`config.mk`:
```
export PLATFORM = sky130hd
export DESIGN_NAME = hex_print_fmt
export DESIGN_NICKNAME = d
export VERILOG_FILES = /design/src/rtl/hex_print_fmt.sv
export SDC_FILE = /design/constraint.sdc
export NUM_CORES = 1
export LEC_CHECK = 0
export CAP_MARGIN = 30
export CORE_UTILIZATION = 50
export CTS_BUF_LIST = sky130_fd_sc_hd__clkbuf_16
export CTS_CLUSTER_SIZE = 28
export DETAILED_ROUTE_END_ITERATION = 12
export PLACE_DENSITY = 0.82
export REMOVE_ABC_BUFFERS = 1
export SYNTH_ARGS = -nofsm -noshare
export SYNTH_HDL_FRONTEND = slang
export SYNTH_SLANG_ARGS = --single-unit
```
`constraint.sdc`:
```
create_clock -name clk -period 5.3 [get_ports clk]
set_clock_uncertainty 0.15 [all_clocks]
set_input_delay 1.325 -clock clk [delete_from_list [all_inputs] [get_ports clk]]
set_output_delay 1.325 -clock clk [all_outputs]
set_load 0.01 [all_outputs]
```
`src/rtl/hex_print_fmt.sv`:
```
// rtl/hex_print_fmt.sv - print request to ASCII character stream formatter
// Hex digits MS first with optional group separators, then a mode-selected terminator.
module hex_print_fmt #(
  parameter int          DATA_W   = 32,
  parameter int          GROUP    = 4,
  parameter logic [7:0]  SEP_CHAR = 8'h5F,
  parameter logic [7:0]  END_CHAR = 8'h20,
  parameter int          UPPER    = 1,
  parameter int          NIB_W    = $clog2(DATA_W/4)+1
) (
  input  logic              clk,
  input  logic              rstn,
  input  logic [DATA_W-1:0] din,
  input  logic [1:0]        mode,
  input  logic [NIB_W-1:0]  n_nib,
  input  logic              req_tx,
  output logic              ack_tx,
  output logic              busy,
  output logic [7:0]        d_tx,
  output logic              vld_tx,
  input  logic              rdy_tx
);
  localparam int               DIGITS   = DATA_W/4;
  localparam int               GDIV     = (GROUP == 0) ? 1 : GROUP;
  localparam logic [NIB_W-1:0] DIGITS_N = NIB_W'(DIGITS);

  typedef enum logic [1:0] {IDLE, SEND, ACK} state_t;
  typedef enum logic [2:0] {PH_RAW, PH_DIG, PH_SEP, PH_T1, PH_T2} phase_t;

  function automatic logic [7:0] hex_char(input logic [3:0] nib);
    if (nib < 4'd10)
      return 8'h30 + {4'h0, nib};
    return ((UPPER != 0) ? 8'h41 : 8'h61) + {4'h0, nib} - 8'd10;
  endfunction

  function automatic logic [3:0] nib_of(input logic [DATA_W-1:0] w, input logic [NIB_W-1:0] i);
    logic [DATA_W-1:0] s;
    s = w >> {i, 2'b00};
    return s[3:0];
  endfunction

  state_t            state_q, state_d;
  phase_t            phase_q, phase_d;
  logic [DATA_W-1:0] data_q, data_d;
  logic              crlf_q, crlf_d;
  logic [NIB_W-1:0]  idx_q, idx_d;
  logic [7:0]        d_tx_q, d_tx_d;
  logic              vld_q, vld_d;
  logic              ack_q, ack_d;
  logic              busy_q, busy_d;

  logic [NIB_W-1:0]  n_clamp, first_idx, idx_m1;
  logic              sep_after;
  logic              done;

  assign n_clamp   = (n_nib == '0 || n_nib > DIGITS_N) ? DIGITS_N : n_nib;
  assign first_idx = n_clamp - 1'b1;
  assign idx_m1    = idx_q - 1'b1;
  // idx_q is the nibble just presented; a separator follows it on group boundaries
  assign sep_after = (GROUP != 0) && (idx_q != '0) && ((32'(idx_q) % GDIV) == 0);

  always_comb begin
    state_d = state_q;
    phase_d = phase_q;
    data_d  = data_q;
    crlf_d  = crlf_q;
    idx_d   = idx_q;
    d_tx_d  = d_tx_q;
    vld_d   = vld_q;
    ack_d   = 1'b0;
    busy_d  = busy_q;
    done    = 1'b0;
    case (state_q)
      IDLE: begin
        if (req_tx) begin
          data_d  = din;
          crlf_d  = (mode == 2'd2);
          busy_d  = 1'b1;
          vld_d   = 1'b1;
          state_d = SEND;
          if (mode == 2'd1 || mode == 2'd2) begin
            phase_d = PH_DIG;
            idx_d   = first_idx;
            d_tx_d  = hex_char(nib_of(din, first_idx));
          end else begin
            phase_d = PH_RAW;
            idx_d   = '0;
            d_tx_d  = din[7:0];
          end
        end
      end
      SEND: begin
        if (vld_q && rdy_tx) begin
          case (phase_q)
            PH_DIG: begin
              if (sep_after) begin
                phase_d = PH_SEP;
                d_tx_d  = SEP_CHAR;
              end else if (idx_q != '0) begin
                idx_d  = idx_m1;
                d_tx_d = hex_char(nib_of(data_q, idx_m1));
              end else begin
                phase_d = PH_T1;
                d_tx_d  = crlf_q ? 8'h0D : END_CHAR;
              end
            end
            PH_SEP: begin
              phase_d = PH_DIG;
              idx_d   = idx_m1;
              d_tx_d  = hex_char(nib_of(data_q, idx_m1));
            end
            PH_T1: begin
              if (crlf_q) begin
                phase_d = PH_T2;
                d_tx_d  = 8'h0A;
              end else begin
                done = 1'b1;
              end
            end
            default: done = 1'b1;
          endcase
          if (done) begin
            vld_d   = 1'b0;
            ack_d   = 1'b1;
            state_d = ACK;
          end
        end
      end
      ACK: begin
        busy_d  = 1'b0;
        state_d = IDLE;
      end
      default: state_d = IDLE;
    endcase
  end

  always_ff @(posedge clk or negedge rstn) begin
    if (!rstn) begin
      state_q <= IDLE;
      phase_q <= PH_RAW;
      data_q  <= '0;
      crlf_q  <= 1'b0;
      idx_q   <= '0;
      d_tx_q  <= 8'h00;
      vld_q   <= 1'b0;
      ack_q   <= 1'b0;
      busy_q  <= 1'b0;
    end else begin
      state_q <= state_d;
      phase_q <= phase_d;
      data_q  <= data_d;
      crlf_q  <= crlf_d;
      idx_q   <= idx_d;
      d_tx_q  <= d_tx_d;
      vld_q   <= vld_d;
      ack_q   <= ack_d;
      busy_q  <= busy_d;
    end
  end

  assign ack_tx = ack_q;
  assign busy   = busy_q;
  assign d_tx   = d_tx_q;
  assign vld_tx = vld_q;

endmodule

```
Word-level counts from Yosys, hierarchy flattened
Index checks and enable logic that the tools add are counted.
{"block": "classes", "add_sub_neg": 8, "n_lt_le_gt_ge": 3, "n_eq_ne": 16, "n_shift": 2, "mux": 59, "n_reduce_logical": 18}
{"op": "$mux 8", "n": 11}
{"op": "$shr 32x6->4", "n": 2}
{"op": "$logic_not 32->1", "n": 1}
{"op": "$mux 4", "n": 6}
{"op": "$pmux 8 s3", "n": 1}
{"op": "$mux 1", "n": 23}
{"op": "$add 7x4->8 const A", "n": 2}
{"op": "$pmux 4 s2", "n": 2}
{"op": "$pmux 8 s2", "n": 1}
{"op": "$sub 8x4->8 const B", "n": 2}
{"op": "$mux 3", "n": 5}
{"op": "$add 6x4->7 const A", "n": 2}
{"op": "$reduce_and 6->1", "n": 2}
{"op": "$ne 3x3->1 const B", "n": 3}
{"op": "$pmux 3 s3", "n": 1}
{"op": "$lt 4x4->1 const B", "n": 2}
{"op": "$sub 4x1->4 const B", "n": 2}
{"op": "$eq 3x2->1 const B", "n": 2}
{"op": "$mux 2", "n": 3}
{"op": "$mux 6", "n": 1}
{"op": "$ne 2x2->1 const B", "n": 3}
{"op": "$pmux 1 s2", "n": 3}
{"op": "$pmux 3 s2", "n": 1}
{"op": "$reduce_and 5->1", "n": 1}
{"op": "18 further kinds", "n": 24}
{"block": "totals", "reg_bits": 53, "input_bits": 42, "wordCells": 115}

Longest topological paths before layout
{"block": "depth", "ltp_word": 15, "depth_mapped": 12}

Worst setup path after synthesis
Ideal clock, no wire load.
{"block": "synth_path", "kind": "input to register", "from": "input n_nib[3]", "to": "register d_tx_q[4] (netlist: d_tx[4])", "setup_time_ps": 126, "t_arrival_ps": 3608, "required_ps": 5024, "path_slack_ps": 1416, "path_stages": 11, "n_path_buf": 2, "cell_sequence": "and2b_1 > inv_2 > ha_1 > buf_4 > buf_8 > mux2i_1 > mux4_2 > ha_1 > o21ai_1 > nand2_1 > a221o_1"}
{"block": "synth_between", "elab_chain_len": 14, "elab_cells_between_ends": 19}
{"element": "from (decl)", "line_no": "15", "text": "input logic [NIB_W-1:0] n_nib,"}
{"element": "$gt 4x4->1 or $logic_not 4->1 (tied branches)", "line_no": "56", "text": "assign n_clamp = (n_nib == '0 || n_nib > DIGITS_N) ? DIGITS_N : n_nib;"}
{"element": "$logic_or 1x1->1", "line_no": "56"}
{"element": "$mux 4 *", "line_no": "56"}
{"element": "$sub 4x1->4 *", "line_no": "57", "text": "assign first_idx = n_clamp - 1'b1;"}
{"element": "$shr 32x6->4 *", "line_no": "38", "text": "s = w >> {i, 2'b00};"}
{"element": "branches (longest 5 deep; another with $add 7x4->8)"}
{"element": "$mux 8 *", "line_no": "33", "text": "return ((UPPER != 0) ? 8'h41 : 8'h61) + {4'h0, nib} - 8'd10;"}
{"element": "$mux 8 *", "line_no": "81", "text": "if (mode == 2'd1 || mode == 2'd2) begin"}
{"element": "$mux 8 *", "line_no": "75", "text": "if (req_tx) begin"}
{"element": "$pmux 8 s2 *", "line_no": "73", "text": "case (state_q)"}
{"element": "to (signal assigned)", "line_no": "154", "text": "d_tx_q <= d_tx_d;"}
{"element": "to (decl)", "line_no": "47", "text": "logic [7:0] d_tx_q, d_tx_d;"}
Every way passes the cells marked *. The select of a mux whose other input is x is not followed.
A chain may end at the register's enable or synchronous reset.

Worst setup path in the final report
Ends and elaborated chain as after synthesis.

==> impl_metrics.py <==
metrics = {
    "outcome": {
        "status": "complete, no violations",
    },
    "global_routing": {
        "gr-usage-all-layers_pct": 27.7,
        "grt_max_degree": 54,
        "antenna_found_initial": 0,
        "grt_pass1_vias": 2749,
        "gr-total-overflow": 0,
        "grt_first_pass_wirelength_um": 13700,
    },
    "worst_setup_path": {
        "cp-start-kind": "input port",
        "cpMostUsedCell": "ha_1",
        "worst_setup_path_end_kind": "flop",
        "required_ns": 5.33,
        "r2r-end": "d_tx[1]",
        "critical_path.top_delay_family": "adder cells",
        "reg2reg_slack_ns": 1.70,
        "cp_slowest_stage_delay_ns": 0.59,
        "crit_path_max_fanout": 10,
        "rr_startpoint": "idx_q[0]",
        "critPathArrivalTime_ns": 4.43,
        "crit_chain": "clkdlybuf4s50_1, and2b_1, inv_2, ha_1, mux2i_1, mux4_2, ha_1, o21ai_1, nand2_1, a221o_1",
        "rr_worst_depth": 11,
        "critPathBufInv": 2,
        "critical_path.slowest_cell": "ha_1",
        "crit_type": "in2reg",
    },
    "routing": {
        "viasPerCell": 5.95,
        "drc": 0,
        "wl_per_cell_um": 17.5,
        "antenna_left": 0,
        "detailroute.via_count": 2890,
        "first_pass_iters": 6,
        "postRouteWirelength_um": 8520,
        "drt_iter0_drc": 336,
    },
    "final_layout": {
        "design_area_um2": 3930,
        "num_antenna_cells": 0,
        "nNetsFinal": 457,
        "drive_above_1_share_pct": 8.27,
        "final_cells": 486,
        "areaGrowthSynthToFinish_pct": 21.7,
    },
    "synthesis": {
        "seq_area_frac_synth_pct": 41.1,
        "avgSynthCellArea_um2": 8.80,
        "synth_flop_cell": "dfrtp_1",
        "yosysWarnings": 0,
        "synth-async-reset-ratio_pct": 100,
        "synth_edf_count": 0,
        "syn_area_um2": 3230,
        "synth_cell_type_count": 55,
        "syn_inst": 367,
        "ys_ff_latch": 53,
    },
    "flow_run": {
        "maxCapViolCount": 0,
    },
    "clock_network": {
        "cts_tree": "done",
        "post-cts-setup-buffer-count": 0,
        "h-tree-depth": 2,
        "clockBufferDepth": 2,
        "root_buffer": "clkbuf_16",
        "postCtsHoldBufs": 0,
        "cts_sinks": 53,
        "ctsResizeCount": 0,
        "clk_pin_slew_ns": 0.07,
        "worstSkewPairLatency_ns": 0.29,
        "cts-buffers-inserted": 5,
    },
    "sta": {
        "slew_headroom_pct": 48.5,
        "fmax_mhz": 227,
        "setup_tns_ns": 0,
        "hold_violations": 0,
        "finalSetupViolations": 0,
        "rsz0062_at_grt": "no",
        "finalMaxSlewViolations": 0,
        "period_share_pct": 83.1,
        "worst_pin_slew_ns": 0.772,
        "min_period_ns": 4.40,
    },
    "pwr": {
        "seq_power_share_pct": 29.1,
        "p_sw_uw": 1150,
        "leakage_uw": 0.00183,
        "internal_power_uw": 1410,
        "combPwrFrac_pct": 56.6,
        "p_per_area_nw_per_um2": 653,
        "peakVddDrop_mv": 0.462,
        "clockPowerShare_pct": 14.4,
        "switching_share_pct": 44.9,
    },
    "min_path": {
        "hold_path_class": "reg2reg",
        "hold_end": "data_q[26]",
        "hp-start": "data_q[26]",
        "hold_depth": 2,
    },
    "place": {
        "dp.cells": 478,
        "placedInstanceArea_um2": 3770,
        "portBuffers": 52,
        "gp_congestion": 0.934,
        "dp_hpwl_um": 6040,
    },
    "die": {
        "initial_core_util_pct": 53.3,
        "die_x_um": 82.4,
        "rows": 28,
        "fp.dieH_um": 82.4,
        "core_area_um2": 6060,
        "die_area_um2": 6790,
        "io_pins": 53,
    },
}
==> state kept, by name, indices dropped and copies added, names as in the netlist <==
name / count
data_q: 32
d_tx: 8
idx_q: 4
phase_q: 3
state_q: 2
ack_tx: 1
busy: 1
crlf_q: 1
vld_tx: 1
==> area by class of cell <==
| type | count | area (µm²) |
|---|---|---|
| Clock buffer | 5 | 125 |
| Clock inverter | 3 | 41.3 |
| Fill cell | 512 | 2130 |
| Inverter | 12 | 45.0 |
| Multi-Input combinational cell | 281 | 1750 |
| Sequential cell | 53 | 1330 |
| Tap cell | 75 | 93.8 |
| Timing Repair Buffer | 57 | 553 |
==> worst min-delay path, stage by stage, from the launching register on <==
cell and delay [ns]:
dfrtp_1 0.34, nand2_1 0.05, nand2_1 0.05
==> placed cells by master, fill, tap and decap left out, drive strengths merged, types with 5 or more instances in the layout <==
master / synthesis / routed
a21oi: 12 / 12
buf: 9 / 6
clkbuf: 12 / 5
clkdlybuf4s50: 0 / 51
dfrtp: 53 / 53
ha: 5 / 5
inv: 12 / 12
mux2i: 27 / 27
mux4: 7 / 7
nand2: 112 / 112
nand3: 15 / 15
nor2: 17 / 17
nor3: 11 / 11
o21ai: 22 / 22
==> power by group through the flow <==
stage / registers, µW / clock network [µW] / logic [µW]
global route: 772 / 391 / 1590
CTS: 745 / 370 / 1430
global placement: 744 / 0 / 1390
detailed placement: 751 / 0 / 1410
finish: 746 / 368 / 1450
floorplan: 728 / 0 / 985
==> per-layer routing <==
| metal | wire [µm] | track usage, % | vias up | part of all wire, % |
|---|---|---|---|---|
| li1 | - | - | 1348 | - |
| met1 | 3600 | 36.8 | 1369 | 42 |
| met2 | 3940 | 43.1 | 140 | 46 |
| met3 | 689 | 6.04 | 33 | 8.1 |
| met4 | 285 | 12.6 | 0 | 3.3 |
| met5 | 0 | 0 | - | 0 |
==> synth_stat cells, drive strengths merged (5+ instances only) <==
cell,count,share of area (%)
mux2i,27,8.4
nor3,11,2.0
mux4,7,4.9
inv,12,1.4
nand3,15,2.5
a21oi,12,2.0
nand2,112,13
nor2,17,2.0
o21ai,22,3.4
dfrtp,53,41
ha,5,1.9
buf,9,2.1
clkbuf,12,1.4
==> kinds of logic (layout without fill, tap and decap cells) <==
group / after synthesis / in the layout / share of synthesized area [%]
AND/OR/NAND/NOR: 177 / 177 / 24.4
AO/OA/AOI/OAI: 57 / 57 / 11.2
adder cells (fa/ha/maj): 5 / 5 / 1.94
XOR/XNOR: 7 / 7 / 2.94
multiplexers: 35 / 35 / 13.6
buffers and inverters: 33 / 77 / 4.92
flip-flops: 53 / 53 / 41.1
==> metrics by stage <==
step                      setup WS, ns  utilization (%)  hold WS (ns)  total power [µW]
after floorplan                   1.31                -         0.290              1710
after global placement           0.835             62.1         0.304              2130
after detailed placement         0.721             62.1         0.312              2170
after CTS                        0.913             64.9         0.329              2540
after global routing             0.765             64.9         0.348              2750
final                            0.897             64.9         0.326              2570
==> how the worst max path moves through the flow <==
stage / endpoint / startpoint / cells after the start
after floorplan: d_tx[4] / n_nib[3] / 9
after global placement: d_tx[4] / n_nib[3] / 10
after detailed placement: d_tx[4] / n_nib[3] / 10
after CTS: d_tx[4] / n_nib[3] / 10
after global routing: d_tx[4] / n_nib[3] / 10
final: d_tx[4] / n_nib[3] / 10
No activity file was read; power rests on OpenSTA's default activity.
